**src/rtl/param_addsub_acc.sv**
```systemverilog
// Sequential two-operand add/subtract datapath: operands are captured one at a
// time from a shared bus on load edges, with optional accumulation into the result.
module param_addsub_acc #(
  parameter int WIDTH = 8
) (
  input  logic             clock,
  input  logic             resetn,
  input  logic             load,
  input  logic [WIDTH-1:0] data_in,
  input  logic             op,
  input  logic             acc_mode,
  output logic [WIDTH-1:0] op_a,
  output logic [WIDTH-1:0] op_b,
  output logic [WIDTH-1:0] result,
  output logic             carry,
  output logic             overflow,
  output logic             valid,
  output logic [1:0]       state
);

  typedef enum logic [1:0] {
    S_A    = 2'b00,
    S_B    = 2'b01,
    S_EXEC = 2'b10,
    S_DONE = 2'b11
  } state_t;

  state_t           r_state;
  logic             r_load_q;
  logic             r_op;
  logic [WIDTH-1:0] r_op_a;
  logic [WIDTH-1:0] r_op_b;
  logic [WIDTH-1:0] r_result;
  logic             r_carry;
  logic             r_overflow;
  logic             r_valid;

  logic             w_event;
  logic [WIDTH-1:0] w_b_eff;
  logic [WIDTH:0]   w_sum;
  logic             w_ovf;

  assign w_event = load & ~r_load_q;

  // Subtract is A + ~B + 1, so carry is NOT borrow and overflow uses the inverted B.
  assign w_b_eff = r_op ? ~r_op_b : r_op_b;
  assign w_sum   = {1'b0, r_op_a} + {1'b0, w_b_eff} + {{WIDTH{1'b0}}, r_op};
  assign w_ovf   = (r_op_a[WIDTH-1] == w_b_eff[WIDTH-1]) &&
                   (w_sum[WIDTH-1] != r_op_a[WIDTH-1]);

  always_ff @(posedge clock or negedge resetn) begin
    if (!resetn) begin
      r_state    <= S_A;
      r_load_q   <= 1'b1;
      r_op       <= 1'b0;
      r_op_a     <= '0;
      r_op_b     <= '0;
      r_result   <= '0;
      r_carry    <= 1'b0;
      r_overflow <= 1'b0;
      r_valid    <= 1'b0;
    end else begin
      r_load_q <= load;
      case (r_state)
        S_A: begin
          if (w_event) begin
            r_op_a  <= data_in;
            r_state <= S_B;
          end
        end
        S_B: begin
          if (w_event) begin
            r_op_b  <= data_in;
            r_op    <= op;
            r_state <= S_EXEC;
          end
        end
        S_EXEC: begin
          r_result   <= w_sum[WIDTH-1:0];
          r_carry    <= w_sum[WIDTH];
          r_overflow <= w_ovf;
          r_valid    <= 1'b1;
          r_state    <= S_DONE;
        end
        S_DONE: begin
          if (w_event) begin
            r_valid <= 1'b0;
            if (acc_mode) begin
              r_op_a  <= r_result;
              r_op_b  <= data_in;
              r_op    <= op;
              r_state <= S_EXEC;
            end else begin
              r_op_a  <= data_in;
              r_state <= S_B;
            end
          end
        end
        default: r_state <= S_A;
      endcase
    end
  end

  assign op_a     = r_op_a;
  assign op_b     = r_op_b;
  assign result   = r_result;
  assign carry    = r_carry;
  assign overflow = r_overflow;
  assign valid    = r_valid;
  assign state    = r_state;

endmodule

```
**config.mk**
```make
export PLATFORM = sky130hd
export DESIGN_NAME = param_addsub_acc
export DESIGN_NICKNAME = d
export VERILOG_FILES = /design/src/rtl/param_addsub_acc.sv
export SDC_FILE = /design/constraint.sdc
export NUM_CORES = 1
export LEC_CHECK = 0
export BUFFER_PORTS_ARGS = -buffer_cell sky130_fd_sc_hd__buf_4
export CORE_MARGIN = 3
export CORE_UTILIZATION = 50
export CTS_BUF_LIST = sky130_fd_sc_hd__clkbuf_8
export CTS_CLUSTER_DIAMETER = 120
export DETAILED_ROUTE_END_ITERATION = 16
export PLACE_DENSITY = 0.74
export SYNTH_ARGS = -nofsm -noshare
export SYNTH_HDL_FRONTEND = slang
export SYNTH_SLANG_ARGS = --single-unit
```
**constraint.sdc**
```tcl
create_clock -name clock -period 2.4 [get_ports clock]
set_clock_uncertainty 0.1 [all_clocks]
set_input_delay 0.72 -clock clock [delete_from_list [all_inputs] [get_ports clock]]
set_output_delay 0.72 -clock clock [all_outputs]
set_load 0.05 [all_outputs]
```
==> results of run 1 <==
## state kept, by name, indices dropped and copies added (netlist names)
register and flops:
op_a 8, op_b 8, result 8, state 2
carry 1, overflow 1, r_load_q 1, r_op 1
valid 1
## final cells by class
class | instances | area (µm²)
Sequential cell | 31 | 778
Tap cell | 44 | 55.1
Multi-Input combinational cell | 112 | 827
Clock inverter | 3 | 11.3
Fill cell | 246 | 973
Inverter | 3 | 11.3
Clock buffer | 5 | 68.8
Timing Repair Buffer | 47 | 353
## Yosys cell counts
| master | number | area share (%) |
|---|---|---|
| sky130_fd_sc_hd__clkbuf_1 | 2 | 0.46 |
| sky130_fd_sc_hd__a21oi_1 | 5 | 1.5 |
| sky130_fd_sc_hd__dfstp_2 | 1 | 1.6 |
| sky130_fd_sc_hd__mux2i_1 | 9 | 5.5 |
| sky130_fd_sc_hd__nand2_1 | 22 | 5.1 |
| sky130_fd_sc_hd__ha_1 | 7 | 5.4 |
| sky130_fd_sc_hd__nor2_4 | 1 | 0.69 |
| sky130_fd_sc_hd__o21ai_2 | 1 | 0.54 |
| sky130_fd_sc_hd__dfrtp_1 | 30 | 46 |
| sky130_fd_sc_hd__a211oi_1 | 1 | 0.46 |
| sky130_fd_sc_hd__and2b_1 | 1 | 0.46 |
| sky130_fd_sc_hd__a31oi_1 | 3 | 1.1 |
| sky130_fd_sc_hd__buf_6 | 1 | 0.69 |
| sky130_fd_sc_hd__o31a_1 | 1 | 0.54 |
| sky130_fd_sc_hd__xor2_1 | 11 | 5.9 |
| sky130_fd_sc_hd__or2_2 | 1 | 0.38 |
| sky130_fd_sc_hd__buf_2 | 2 | 0.61 |
| sky130_fd_sc_hd__o21a_1 | 1 | 0.46 |
| sky130_fd_sc_hd__o21ai_1 | 15 | 4.6 |
| sky130_fd_sc_hd__a31o_2 | 1 | 0.54 |
| sky130_fd_sc_hd__fa_1 | 1 | 1.2 |
| sky130_fd_sc_hd__a21o_1 | 3 | 1.4 |
| sky130_fd_sc_hd__inv_1 | 3 | 0.69 |
| sky130_fd_sc_hd__nand3_1 | 2 | 0.61 |
| sky130_fd_sc_hd__o21ai_0 | 1 | 0.31 |
| sky130_fd_sc_hd__and2_1 | 1 | 0.38 |
| sky130_fd_sc_hd__nor2b_1 | 2 | 0.77 |
| sky130_fd_sc_hd__and4_1 | 1 | 0.54 |
| sky130_fd_sc_hd__nand2b_1 | 2 | 0.77 |
| sky130_fd_sc_hd__nor2_1 | 2 | 0.46 |
| sky130_fd_sc_hd__mux2_1 | 9 | 6.2 |
| sky130_fd_sc_hd__nor3b_1 | 1 | 0.46 |
| sky130_fd_sc_hd__a21oi_2 | 1 | 0.54 |
| sky130_fd_sc_hd__o31ai_1 | 2 | 0.92 |
| sky130_fd_sc_hd__o31ai_2 | 1 | 0.77 |
| sky130_fd_sc_hd__a21boi_1 | 1 | 0.46 |
| sky130_fd_sc_hd__xnor2_1 | 2 | 1.1 |
## worst reg2reg max path, cell delays in order (launching register included)
cell,delay [ps]
sky130_fd_sc_hd__dfrtp_2,490
sky130_fd_sc_hd__buf_4,170
sky130_fd_sc_hd__xor2_1,150
sky130_fd_sc_hd__ha_1,340
sky130_fd_sc_hd__a21o_1,210
sky130_fd_sc_hd__a31o_2,250
sky130_fd_sc_hd__a21oi_2,150
sky130_fd_sc_hd__xor2_1,190
sky130_fd_sc_hd__o31ai_2,70
## through the flow
step | setup WS, ps | hold slack [ps] | std cells | cell area (µm²)
after floorplan | 171 | 324 | 151 | 1630
after global placement | 180 | 366 | 234 | 1990
after global routing | 28.7 | 297 | 245 | 2100
after detailed placement | 11.7 | 396 | 234 | 1990
after CTS | 103 | 275 | 242 | 2070
final | 163 | 270 | 245 | 2100
## cells by family after synthesis
kind of cell             Yosys count
XOR/XNOR                          13
buffers and inverters              8
multiplexers                      18
adder cells (fa/ha/maj)            8
AO/OA/AOI/OAI                     37
flip-flops                        31
AND/OR/NAND/NOR                   36
## how the worst min path moves through the flow
stage / depth (start not counted) / end / slack [ps]
final: 1 / op_b[4] / 270
after global routing: 1 / op_a[6] / 300
after CTS: 1 / carry / 270
after detailed placement: 2 / valid / 400
after global placement: 2 / valid / 370
after floorplan: 0 / carry / 320
## routing by layer
| layer | track usage [%] | wire (µm) | part of all wire, % | vias up |
|---|---|---|---|---|
| met5 | 0 | 0 | 0 | - |
| met4 | 9.37 | 72 | 2.0 | 0 |
| met3 | 3.92 | 184 | 5.1 | 8 |
| met2 | 33.2 | 1750 | 48 | 44 |
| met1 | 26.1 | 1610 | 45 | 617 |
| li1 | - | - | - | 621 |
## what timing repair did
action / CTS / global route
setup buffers: 0 / 3
gates resized for setup: 1 / 2
endpoints found under the setup margin: 1 / 2
pin swaps: 0 / 1
==> results.txt, run 1 <==
The tools report the DRC marker count from the first detailed-route iteration as 47. Clock tree synthesis selected as its root buffer the cell sky130_fd_sc_hd__clkbuf_8. In this run, synthesis produced a sequential element count of 31.

The final estimated routing congestion in global placement was 0.763. The flow ran to the end, and the final reports show no timing, DRC or antenna violations. The number of optimization iterations in the first detailed-route pass is 4, and the via count is 1290. The H-tree generated during clock tree synthesis spans 2 levels. Count of boundary I/O pins: 42. The period utilization works out to 93.2%. In this run the worst hold path is classified as input port to asynchronous set/reset pin. Measured against its own limit, the worst slew margin works out to 70.5%. TritonCTS built the clock tree. The post-synthesis sequential area ratio was 47.5%.

Capturing element type of the critical path: a register. The transition at the pin with the smallest max-transition slack is 442 ps. Highest-delay cell along the critical path: sky130_fd_sc_hd__dfrtp_2. After clock tree synthesis, the flow added hold-fix buffers numbering 0. The floorplan has 20 rows. The simple-gate portion of the synthesized area was 10.6%; the number of hold-slack violations in the final timing report was 0. Along the worst path, the maximum fanout reaches 8. The logs give 6.33 mm for the wire length of the first global-routing pass and 32 for the largest net degree at the start of global routing.

The critical path is of the register to register type. For the worst flop-to-flop path, the logic depth is 8. The origin of the worst setup path is r_op.

Cells with a size suffix above 1 make up 30.8% of the layout. The logs give 0 for the number of warnings printed during yosys synthesis and 53.1% for the initial cell density of the core. Cell repeated most along the worst path: sky130_fd_sc_hd__xor2_1. The logs give 0.447 GHz for the maximum frequency from static timing analysis and 0 for the max-slew violation count. The tools report the total CTS buffers as 5. For the arrival time reported for the critical path endpoint, the log shows 2300 ps. In this run the critical register-to-register path is captured at overflow.

The final critical-path required period is 2240 ps. At the end of the flow the core is filled with cells to 68.4%. The number of different library cells used by synthesis comes to 37. Leaving out fill and tap cells, the most frequent cell in the layout is sky130_fd_sc_hd__buf_4. The clock edge transition at the registers on the reported setup and hold paths was 60 ps. The routed length per instance works out to 14.8 µm. By area, the combinational part of the netlist is dominated by compound AO/OA/AOI/OAI gates.

Global routing finished with a remaining overflow of 0. Via count of the first global-routing pass: 1299. Traced cell by cell, the critical path runs through buf_4 > xor2_1 > ha_1 > a21o_1 > a31o_2 > a21oi_2 > xor2_1 > o31ai_2. The number of clock sinks seen by CTS was 31; the count of buffers inserted at the top-level ports was 41. The critical path depth in cells was 8.

Area enclosed by the die boundary: 3990 µm². The run gives 0 as the final antenna diode count. The largest incremental delay on the critical path came out at 490 ps.

The detail route stage leaves a number of antenna-violating nets equal to 0. Counting every instance in the synthesized netlist gives 151. Nature of the critical path startpoint: a register.

The clock latency at the later pin of the worst-skew pair was 280 ps. The worst register-to-register path begins at r_op. After detailed routing, the number of vias per cell comes to 5.27. The logs give 2 for the maximum buffer depth of the clock tree and 3.62 mm for the sum of routed wire length over all layers. The chip width was 63.2 µm; the vertical die dimension was 63.2 µm.

The adder-cell share of the synthesized area is 6.58%, and the post-route DRC violation count is 0. Proportion of synthesized area in mux cells: 11.7%. The run gives 0 ps as the final setup TNS. The number of nets handed over by synthesis was 172.

The xor/xnor share of the synthesized area was 6.97%; the growth of design area from synthesis to finish was 28.8%. The number of antenna violations at the first check in global routing is 0, and the global-route total usage across every layer is 20.4%. Summing every instance area after synthesis gives 1630 µm². The count of final setup violators came out at 0. The average instance in the mapped netlist occupies 10.8 µm². For the worst setup path, the data required time is 2470 ps.

For the number of violations of the max-capacitance limit, the log shows 0. The number of buffer and inverter stages on the critical path works out to 1. Dominant delay contributor by cell family on the critical path: compound AO/OA/AOI/OAI gates. Following the worst setup path forward leads to its endpoint at overflow. The wire-length estimate of the detail-placed layout is 2.57 mm.

The net count of the finished layout is 221. In the layout the commonest cells are sky130_fd_sc_hd__buf_4 (47), sky130_fd_sc_hd__dfrtp_1 (29), sky130_fd_sc_hd__nand2_1 (22), sky130_fd_sc_hd__o21ai_1 (15), sky130_fd_sc_hd__xor2_1 (10). The share of the synthesized area in compound gates (AO/OA/AOI/OAI) is 14.2%. Across all register-to-register paths, the minimum setup slack is 160 ps. Setup repair after global routing left no endpoint under its margin. For the area of the core region, the log shows 3080 µm².
Power of run 1 is left out: the tool's default activity adds up to more than one toggle a clock period on the data nets, which glitch-free logic cannot reach.
==> run 2: changes to the inputs <==
--- a/config.mk
+++ b/config.mk
@@ -7,11 +7,11 @@
 export LEC_CHECK = 0
 export BUFFER_PORTS_ARGS = -buffer_cell sky130_fd_sc_hd__buf_4
 export CORE_MARGIN = 3
-export CORE_UTILIZATION = 50
+export CORE_UTILIZATION = 54
 export CTS_BUF_LIST = sky130_fd_sc_hd__clkbuf_8
 export CTS_CLUSTER_DIAMETER = 120
 export DETAILED_ROUTE_END_ITERATION = 16
-export PLACE_DENSITY = 0.74
+export PLACE_DENSITY = 0.79
 export SYNTH_ARGS = -nofsm -noshare
 export SYNTH_HDL_FRONTEND = slang
 export SYNTH_SLANG_ARGS = --single-unit
==> constraint.sdc (replaced) <==
create_clock -name clock -period 2.3 [get_ports clock]
set_clock_uncertainty 0.1 [all_clocks]
set_input_delay 0.69 -clock clock [delete_from_list [all_inputs] [get_ports clock]]
set_output_delay 0.69 -clock clock [all_outputs]
set_load 0.05 [all_outputs]
==> run 2 against run 1 <==
Against the previous run:
- largest cell class unchanged
- routed wire length grew 5.0%
- sequential share of layout area shrank 0.80 points
- worst setup slack lost 78 ps
- register-to-register slack lost 80 ps
- via count shrank 0.47%
- design area grew 2.2%
- core utilization grew 7.7 points
- critical endpoint is now result[6]
==> results.txt, run 2 (synthesis gave the netlist of run 1 again) <==
The run finished with clean final reports. The commonest non-fill, non-tap cell in the layout was sky130_fd_sc_hd__buf_4 (unchanged). The maximum fanout along the worst path is 7 (was 8).

Via count: 1284 (was 1290). The run gives 0.451 GHz (was 0.447 GHz) as the maximum frequency from static timing analysis. The total congestion overflow after global routing is 0 (unchanged). The maximum buffer depth of the clock tree came out at 2 (unchanged).

The share of cells above drive strength 1 was 34.2% (was 30.8%). Total CTS buffers: 5 (unchanged). The number of antenna violations at the first check in global routing came out at 0 (unchanged). Dominant delay contributor by cell family on the critical path: compound AO/OA/AOI/OAI gates (unchanged).

The count of boundary I/O pins is 42 (unchanged). The number of violations of the max-capacitance limit was 0 (unchanged). The max-slew violation count was 0 (unchanged); the number of optimization iterations in the first detailed-route pass was 4 (unchanged).

The chip width was 61.0 µm (was 63.2 µm). For the post-route non-filler standard cell count, the log shows 233 (was 245). For the clock latency at the later pin of the worst-skew pair, the log shows 280 ps (about the same).

The area of the core region was 2830 µm² (was 3080 µm²). The count of buffers inserted at the top-level ports came out at 41 (unchanged). The depth of the CTS H-tree is 2 (unchanged). The via count of the first global-routing pass came out at 1277 (was 1299). The nature of the critical path startpoint was a register (unchanged). The vertical die dimension is 61.0 µm (was 63.2 µm). Instance area after placement: 1980 µm² (was 1990 µm²). The initial cell density of the core was 57.8% (was 53.1%); the number of nets in the layout was 222 (was 221). The type of the most critical hold path is input port to asynchronous set/reset pin (unchanged). The tools report the clock root buffer as sky130_fd_sc_hd__clkbuf_8 (unchanged). For the sum of routed wire length over all layers, the log shows 3.80 mm (was 3.62 mm).

TritonCTS built the clock tree. The total instance count after detailed placement was 222 (was 234). The relative slew slack is 74.3% (was 70.5%). The DRC marker count from the first detailed-route iteration was 57 (was 47); the required time reported for the critical path endpoint was 2360 ps (was 2470 ps).

The number of buffer and inverter stages on the critical path works out to 1 (unchanged). End-of-flow core utilization: 76.0% (was 68.4%). For the number of clock sinks seen by CTS, the log shows 31 (unchanged). The category of the critical setup timing path was register to register (unchanged). The transition at the pin with the smallest max-transition slack came out at 386 ps (was 442 ps).

The arrival time reported for the critical path endpoint is 2270 ps (was 2300 ps), and the final antenna diode count is 0 (unchanged). The tools report the largest net degree at the start of global routing as 32 (unchanged). The highest-delay cell along the critical path was sky130_fd_sc_hd__dfrtp_2 (unchanged). The average via count per standard cell came out at 5.51 (was 5.27). The logs give 0 (unchanged) for the count of final setup violators and 233 ps (was 270 ps) for the final worst hold slack. The area enclosed by the die boundary is 3720 µm² (was 3990 µm²), and the period utilization is 96.3% (was 93.2%). The number of hold-slack violations in the final timing report is 0 (unchanged), and the final estimated routing congestion in global placement is 0.765 (was 0.763).

Worst-path cell chain: buf_4 > xor2_1 > ha_1 > o21a_1 > o31a_1 > o21ai_1 > nor3b_2 > o31ai_1 (was buf_4 > xor2_1 > ha_1 > a21o_1 > a31o_2 > a21oi_2 > xor2_1 > o31ai_2). The tools report the capturing element type of the critical path as a register (unchanged). The internal reg-to-reg setup slack is 80 ps (was 160 ps), and the largest incremental delay on the critical path is 470 ps (was 490 ps). The antenna violation net count after detailed routing was 0 (unchanged). The wire length of the first global-routing pass is 5.98 mm (was 6.33 mm), and the clock edge transition at the registers on the reported setup and hold paths is 60 ps (about the same). Most used cells in the layout excluding fill and tap cells: sky130_fd_sc_hd__buf_4 (48), sky130_fd_sc_hd__dfrtp_1 (29), sky130_fd_sc_hd__nand2_1 (22), sky130_fd_sc_hd__o21ai_1 (15) (was sky130_fd_sc_hd__buf_4 (47), sky130_fd_sc_hd__dfrtp_1 (29), sky130_fd_sc_hd__nand2_1 (22), sky130_fd_sc_hd__o21ai_1 (15), sky130_fd_sc_hd__xor2_1 (10)). For the global-route total usage across every layer, the log shows 22.4% (was 20.4%). For the placed wire-length estimate after detailed placement, the log shows 2.76 mm (was 2.57 mm).

The growth of design area from synthesis to finish was 31.6% (was 28.8%); the cell area after layout was 2150 µm² (was 2100 µm²). The routed length per instance came out at 16.3 µm (was 14.8 µm). The final critical-path required period is 2220 ps (was 2240 ps), and the number of rows in the core area is 19 (was 20).

For the post-route DRC violation count, the log shows 0 (unchanged).
[run 2: worst paths after layout]
check,cells past startpoint,end,from
max reg2reg,8,result[6],r_op
min reg2reg,2,overflow,overflow
min in group clock,2,overflow,overflow
max in group asynchronous,1,r_load_q,resetn
min,1,result[0],resetn
max,8,result[6],r_op
[run 2: routing by layer]
metal	GRT usage [%]	part of all wire [%]	up-vias
li1	-	-	625
met1	27.9	42	631
met2	37.4	53	26
met3	7.13	4.3	2
met4	6.50	0.47	0
met5	0	0	-
[run 2: stage by stage]
step	setup slack [ps]	setup TNS, ps
2_1_floorplan	70.8	0
3_3_place_gp	148	0
3_5_place_dp	26.2	0
4_1_cts	5.33	0
5_1_grt	-32.4	-32.4
6_report	84.5	0
[run 2: cell type report]
type	instances	area [µm²]
clock inverters	1	3.75
multi-input cells	112	862
flip-flops and latches	31	778
repair buffers	48	360
well taps	31	38.8
fillers	202	678
inverters	3	11.3
clock buffers	7	96.3
[run 2: repair_timing]
action | 4_1_cts | 5_1_grt
hold buffers | 0 | 0
endpoints found under the setup margin | 0 | 4
setup buffers | 0 | 3
gates resized for setup | 0 | 9
Power of run 2 is left out for the same reason.
==> run 3: changes to the inputs <==
--- a/config.mk
+++ b/config.mk
@@ -5,13 +5,15 @@
 export SDC_FILE = /design/constraint.sdc
 export NUM_CORES = 1
 export LEC_CHECK = 0
+export ABC_AREA = 1
 export BUFFER_PORTS_ARGS = -buffer_cell sky130_fd_sc_hd__buf_4
 export CORE_MARGIN = 3
-export CORE_UTILIZATION = 54
+export CORE_UTILIZATION = 55
 export CTS_BUF_LIST = sky130_fd_sc_hd__clkbuf_8
 export CTS_CLUSTER_DIAMETER = 120
 export DETAILED_ROUTE_END_ITERATION = 16
-export PLACE_DENSITY = 0.79
+export PLACE_DENSITY = 0.8
+export SETUP_SLACK_MARGIN = 0.3
 export SYNTH_ARGS = -nofsm -noshare
 export SYNTH_HDL_FRONTEND = slang
 export SYNTH_SLANG_ARGS = --single-unit
==> run 3 against run 2 <==
Against the previous run:
- sequential cell count unchanged
- synthesized cell count grew 40%
- design area is 4.1% higher
- via count grew 25%
- die area rose by 2.9%
- fmax is 11% higher
- worst setup slack better by 220 ps
- critical path depth unchanged
- synthesized area rose by 5.1%
==> results.txt, run 3 <==
The final estimated routing congestion in global placement is 0.825 (was 0.765), and the share of the synthesized area in compound gates (AO/OA/AOI/OAI) is 13.8% (was 14.2%). The arrival time reported for the critical path endpoint is 2060 ps (was 2270 ps), and the vertical die dimension is 61.9 µm (was 61.0 µm). Post-synth top cells: sky130_fd_sc_hd__nand2_1 (56), sky130_fd_sc_hd__dfrtp_1 (30), sky130_fd_sc_hd__inv_1 (24) (was sky130_fd_sc_hd__dfrtp_1 (30), sky130_fd_sc_hd__nand2_1 (22), sky130_fd_sc_hd__o21ai_1 (15)). The proportion of synthesized area in mux cells was 0% (was 11.7%).

Largest cells by area after synthesis: sky130_fd_sc_hd__dfrtp_1 (44%), sky130_fd_sc_hd__nand2_1 (12%), sky130_fd_sc_hd__inv_1 (5.2%) (was sky130_fd_sc_hd__dfrtp_1 (46%), sky130_fd_sc_hd__mux2_1 (6.2%), sky130_fd_sc_hd__xor2_1 (5.9%)). Setup repair after global routing could not meet its margin everywhere. The chip width is 61.9 µm (was 61.0 µm), and the depth of the CTS H-tree is 2 (unchanged). The run gives 45.2% (was 47.5%) as the post-synthesis sequential area ratio. TritonCTS built the clock tree. Cell area after technology mapping: 1720 µm² (was 1630 µm²). The number of instances in the synthesized netlist was 211 (was 151). Combinational family with the most area after synthesis: simple AND/OR/NAND/NOR gates (was compound AO/OA/AOI/OAI gates). The proportion of netlist area held by the largest area contributor works out to 43.7% (was 45.9%). The simple-gate portion of the synthesized area is 21.2% (was 10.6%), and the final critical-path required period is 1990 ps (was 2220 ps). The post-route DRC violation count was 0 (unchanged); the maximum buffer depth of the clock tree was 2 (unchanged). The sum of routed wire length over all layers was 4.11 mm (was 3.80 mm). The instance area after placement is 2060 µm² (was 1980 µm²). The xor/xnor share of the synthesized area works out to 5.10% (was 6.97%). The area of the core region was 2880 µm² (was 2830 µm²).

The internal reg-to-reg setup slack is 310 ps (was 80 ps). The type of the most critical hold path was input port to asynchronous set/reset pin (unchanged). The average cell area after synthesis works out to 8.14 µm² (was 10.8 µm²). The tools report the global-route total usage across every layer as 22.5% (was 22.4%). The average via count per standard cell came out at 5.27 (was 5.51). The category of the critical setup timing path is register to register (unchanged). The commonest non-fill, non-tap cell in the layout was sky130_fd_sc_hd__nand2_1 (was sky130_fd_sc_hd__buf_4).

The clock edge transition at the registers on the reported setup and hold paths is 70 ps (was 60 ps), and the wire length of the first global-routing pass is 6.12 mm (was 5.98 mm). The number of different library cells in the post-synthesis netlist was 29 (was 37). The startpoint of the worst-slack reg-to-reg timing path is r_op (unchanged). Most instantiated library cell after synthesis: sky130_fd_sc_hd__nand2_1 (was sky130_fd_sc_hd__dfrtp_1). The run gives 307 ps (was 84.5 ps) as the slack of the critical path.

The tools report the count of final setup violators as 0 (unchanged). The clock latency at the later pin of the worst-skew pair is 290 ps (was 280 ps). The transition at the pin with the smallest max-transition slack works out to 386 ps (about the same). The tools report the hold buffer count at cts as 0 (unchanged). Clock root buffer: sky130_fd_sc_hd__clkbuf_8 (unchanged). The number of optimization iterations in the first detailed-route pass was 4 (unchanged). The count of buffers inserted at the top-level ports came out at 41 (unchanged).

The flow ran to the end, and the final reports show no timing, DRC or antenna violations. The number of violations of the max-capacitance limit was 0 (unchanged). The initial cell density of the core is 59.7% (was 57.8%), and the share of async-settable or async-resettable flops after synthesis is 100% (unchanged). The routed length per instance was 13.5 µm (was 16.3 µm).

The tools report the DRC marker count from the first detailed-route iteration as 120 (was 57). The prevailing post-synth register cell is sky130_fd_sc_hd__dfrtp_1 (unchanged). The logs give 0 (unchanged) for the number of hold-slack violations in the final timing report and 2370 ps (was 2360 ps) for the required time reported for the critical path endpoint. The growth of design area from synthesis to finish is 30.3% (was 31.6%), and the maximum fanout along the worst path is 6 (was 7).

The via count came out at 1606 (was 1284). Nature of the critical path startpoint: a register (unchanged). For the antenna violation net count after detailed routing, the log shows 0 (unchanged).

Number of warnings printed during yosys synthesis: 0 (unchanged). The maximum frequency from static timing analysis was 0.502 GHz (was 0.451 GHz). The endpoint of the lowest-slack register-to-register path is carry (was result[6]). The cell area after layout is 2240 µm² (was 2150 µm²). The depth of the worst register-to-register path is 8 (unchanged).

The number of antenna violations at the first check in global routing was 0 (unchanged). The tools report the capturing element type of the critical path as a register (unchanged). The placed wire-length estimate after detailed placement was 2.85 mm (was 2.76 mm); the area enclosed by the die boundary was 3830 µm² (was 3720 µm²). The number of synthesized flops with an enable pin works out to 0 (unchanged).

The share of cells above drive strength 1 is 28.5% (was 34.2%). The logs give 5 (unchanged) for the total CTS buffers and 232 (was 172) for the post-synthesis net count. The worst setup slack before clock tree synthesis is 258 ps (was 26.2 ps). For the final antenna diode count, the log shows 0 (unchanged).

Most used cells in the layout excluding fill and tap cells: sky130_fd_sc_hd__nand2_1 (53), sky130_fd_sc_hd__buf_4 (50), sky130_fd_sc_hd__dfrtp_1 (29), sky130_fd_sc_hd__inv_1 (24), sky130_fd_sc_hd__o21ai_0 (15) (was sky130_fd_sc_hd__buf_4 (48), sky130_fd_sc_hd__dfrtp_1 (29), sky130_fd_sc_hd__nand2_1 (22), sky130_fd_sc_hd__o21ai_1 (15)). The tools report the total congestion overflow after global routing as 0 (unchanged). The final worst hold slack is 224 ps (was 233 ps). The number of storage elements in the synthesis netlist is 31 (unchanged). Via count of the first global-routing pass: 1344 (was 1277). The tools report the number of rows in the core area as 19 (unchanged). The cell taking the most area after synthesis is sky130_fd_sc_hd__dfrtp_1 (unchanged).

The adder-cell share of the synthesized area was 6.26% (was 6.58%). The number of nets in the layout is 283 (was 222), and the period utilization is 86.6% (was 96.3%). The relative slew slack is 74.2% (was 74.3%). The max-slew violation count was 0 (unchanged). The run gives 42 (unchanged) as the count of boundary I/O pins. Number of clock sinks seen by CTS: 31 (unchanged). The run gives 32 (unchanged) as the largest net degree at the start of global routing. Final setup TNS: 0 ps (unchanged).
run 3: cell count changes in the layout (fill, tap and decap cells not counted), sizes merged, moves of 3 or more:
cell / delta
a21oi: +9
a31oi: -3
inv: +23
mux2: -9
mux2i: -9
nand2: +35
nand3: +9
nand4: +4
nor2: +5
o21ai: +11
o31ai: -3
xor2: -5
run 3: area by class of cell:
type	count	area (µm²)
multi-input cells	147	840
flip-flops and latches	31	778
fillers	199	638
repair buffers	50	375
inverters	27	101
clock buffers	6	82.6
well taps	42	52.6
clock inverters	2	8.76
run 3: metal layers:
layer	global-route usage [%]	share of wire, %
met4	6.36	1.6
met2	36.0	49
met5	0	0
met1	29.6	43
met3	6.82	6.3
run 3: worst max-delay path, cell delays in order (launching register included):
cell                       delay, ps
sky130_fd_sc_hd__dfrtp_2         460
sky130_fd_sc_hd__buf_4           160
sky130_fd_sc_hd__xor2_1          160
sky130_fd_sc_hd__ha_1            370
sky130_fd_sc_hd__a21oi_1         280
sky130_fd_sc_hd__nand3b_1        170
sky130_fd_sc_hd__nand3_1          90
sky130_fd_sc_hd__nand2_1          60
sky130_fd_sc_hd__nand2_1          50
run 3: kinds of logic (layout without fill, tap and decap cells):
family,count (synthesis),after routing
and+or+nand+nor,84,84
AOI/OAI and AO/OA,45,45
buffers and inverters,33,85
DFF,31,31
xor gates and xnor gates,10,10
adders and majority gates,8,8
run 3: through the flow:
| stage | instances | utilization, % |
|---|---|---|
| 2_1_floorplan | 211 | - |
| 3_3_place_gp | 291 | 71.6 |
| 3_5_place_dp | 291 | 71.6 |
| 4_1_cts | 299 | 74.9 |
| 5_1_grt | 305 | 77.8 |
| 6_report | 305 | 77.8 |
run 3: worst max path at each step:
stage | start | endpoint | slack, ps | cells past startpoint
after floorplan | op_b[4] | overflow | 310 | 8
after global placement | r_op | overflow | 340 | 8
after detailed placement | r_op | overflow | 260 | 8
after CTS | r_op | overflow | 320 | 12
after global routing | r_op | carry | 190 | 8
final | r_op | carry | 310 | 8
run 3: repair_timing:
item / in CTS / in global routing
gates cloned: 0 / 0
pin swaps: 0 / 3
setup buffers: 0 / 6
setup endpoints to repair: 2 / 6
resized for setup: 2 / 12
Power of run 3 is left out for the same reason.
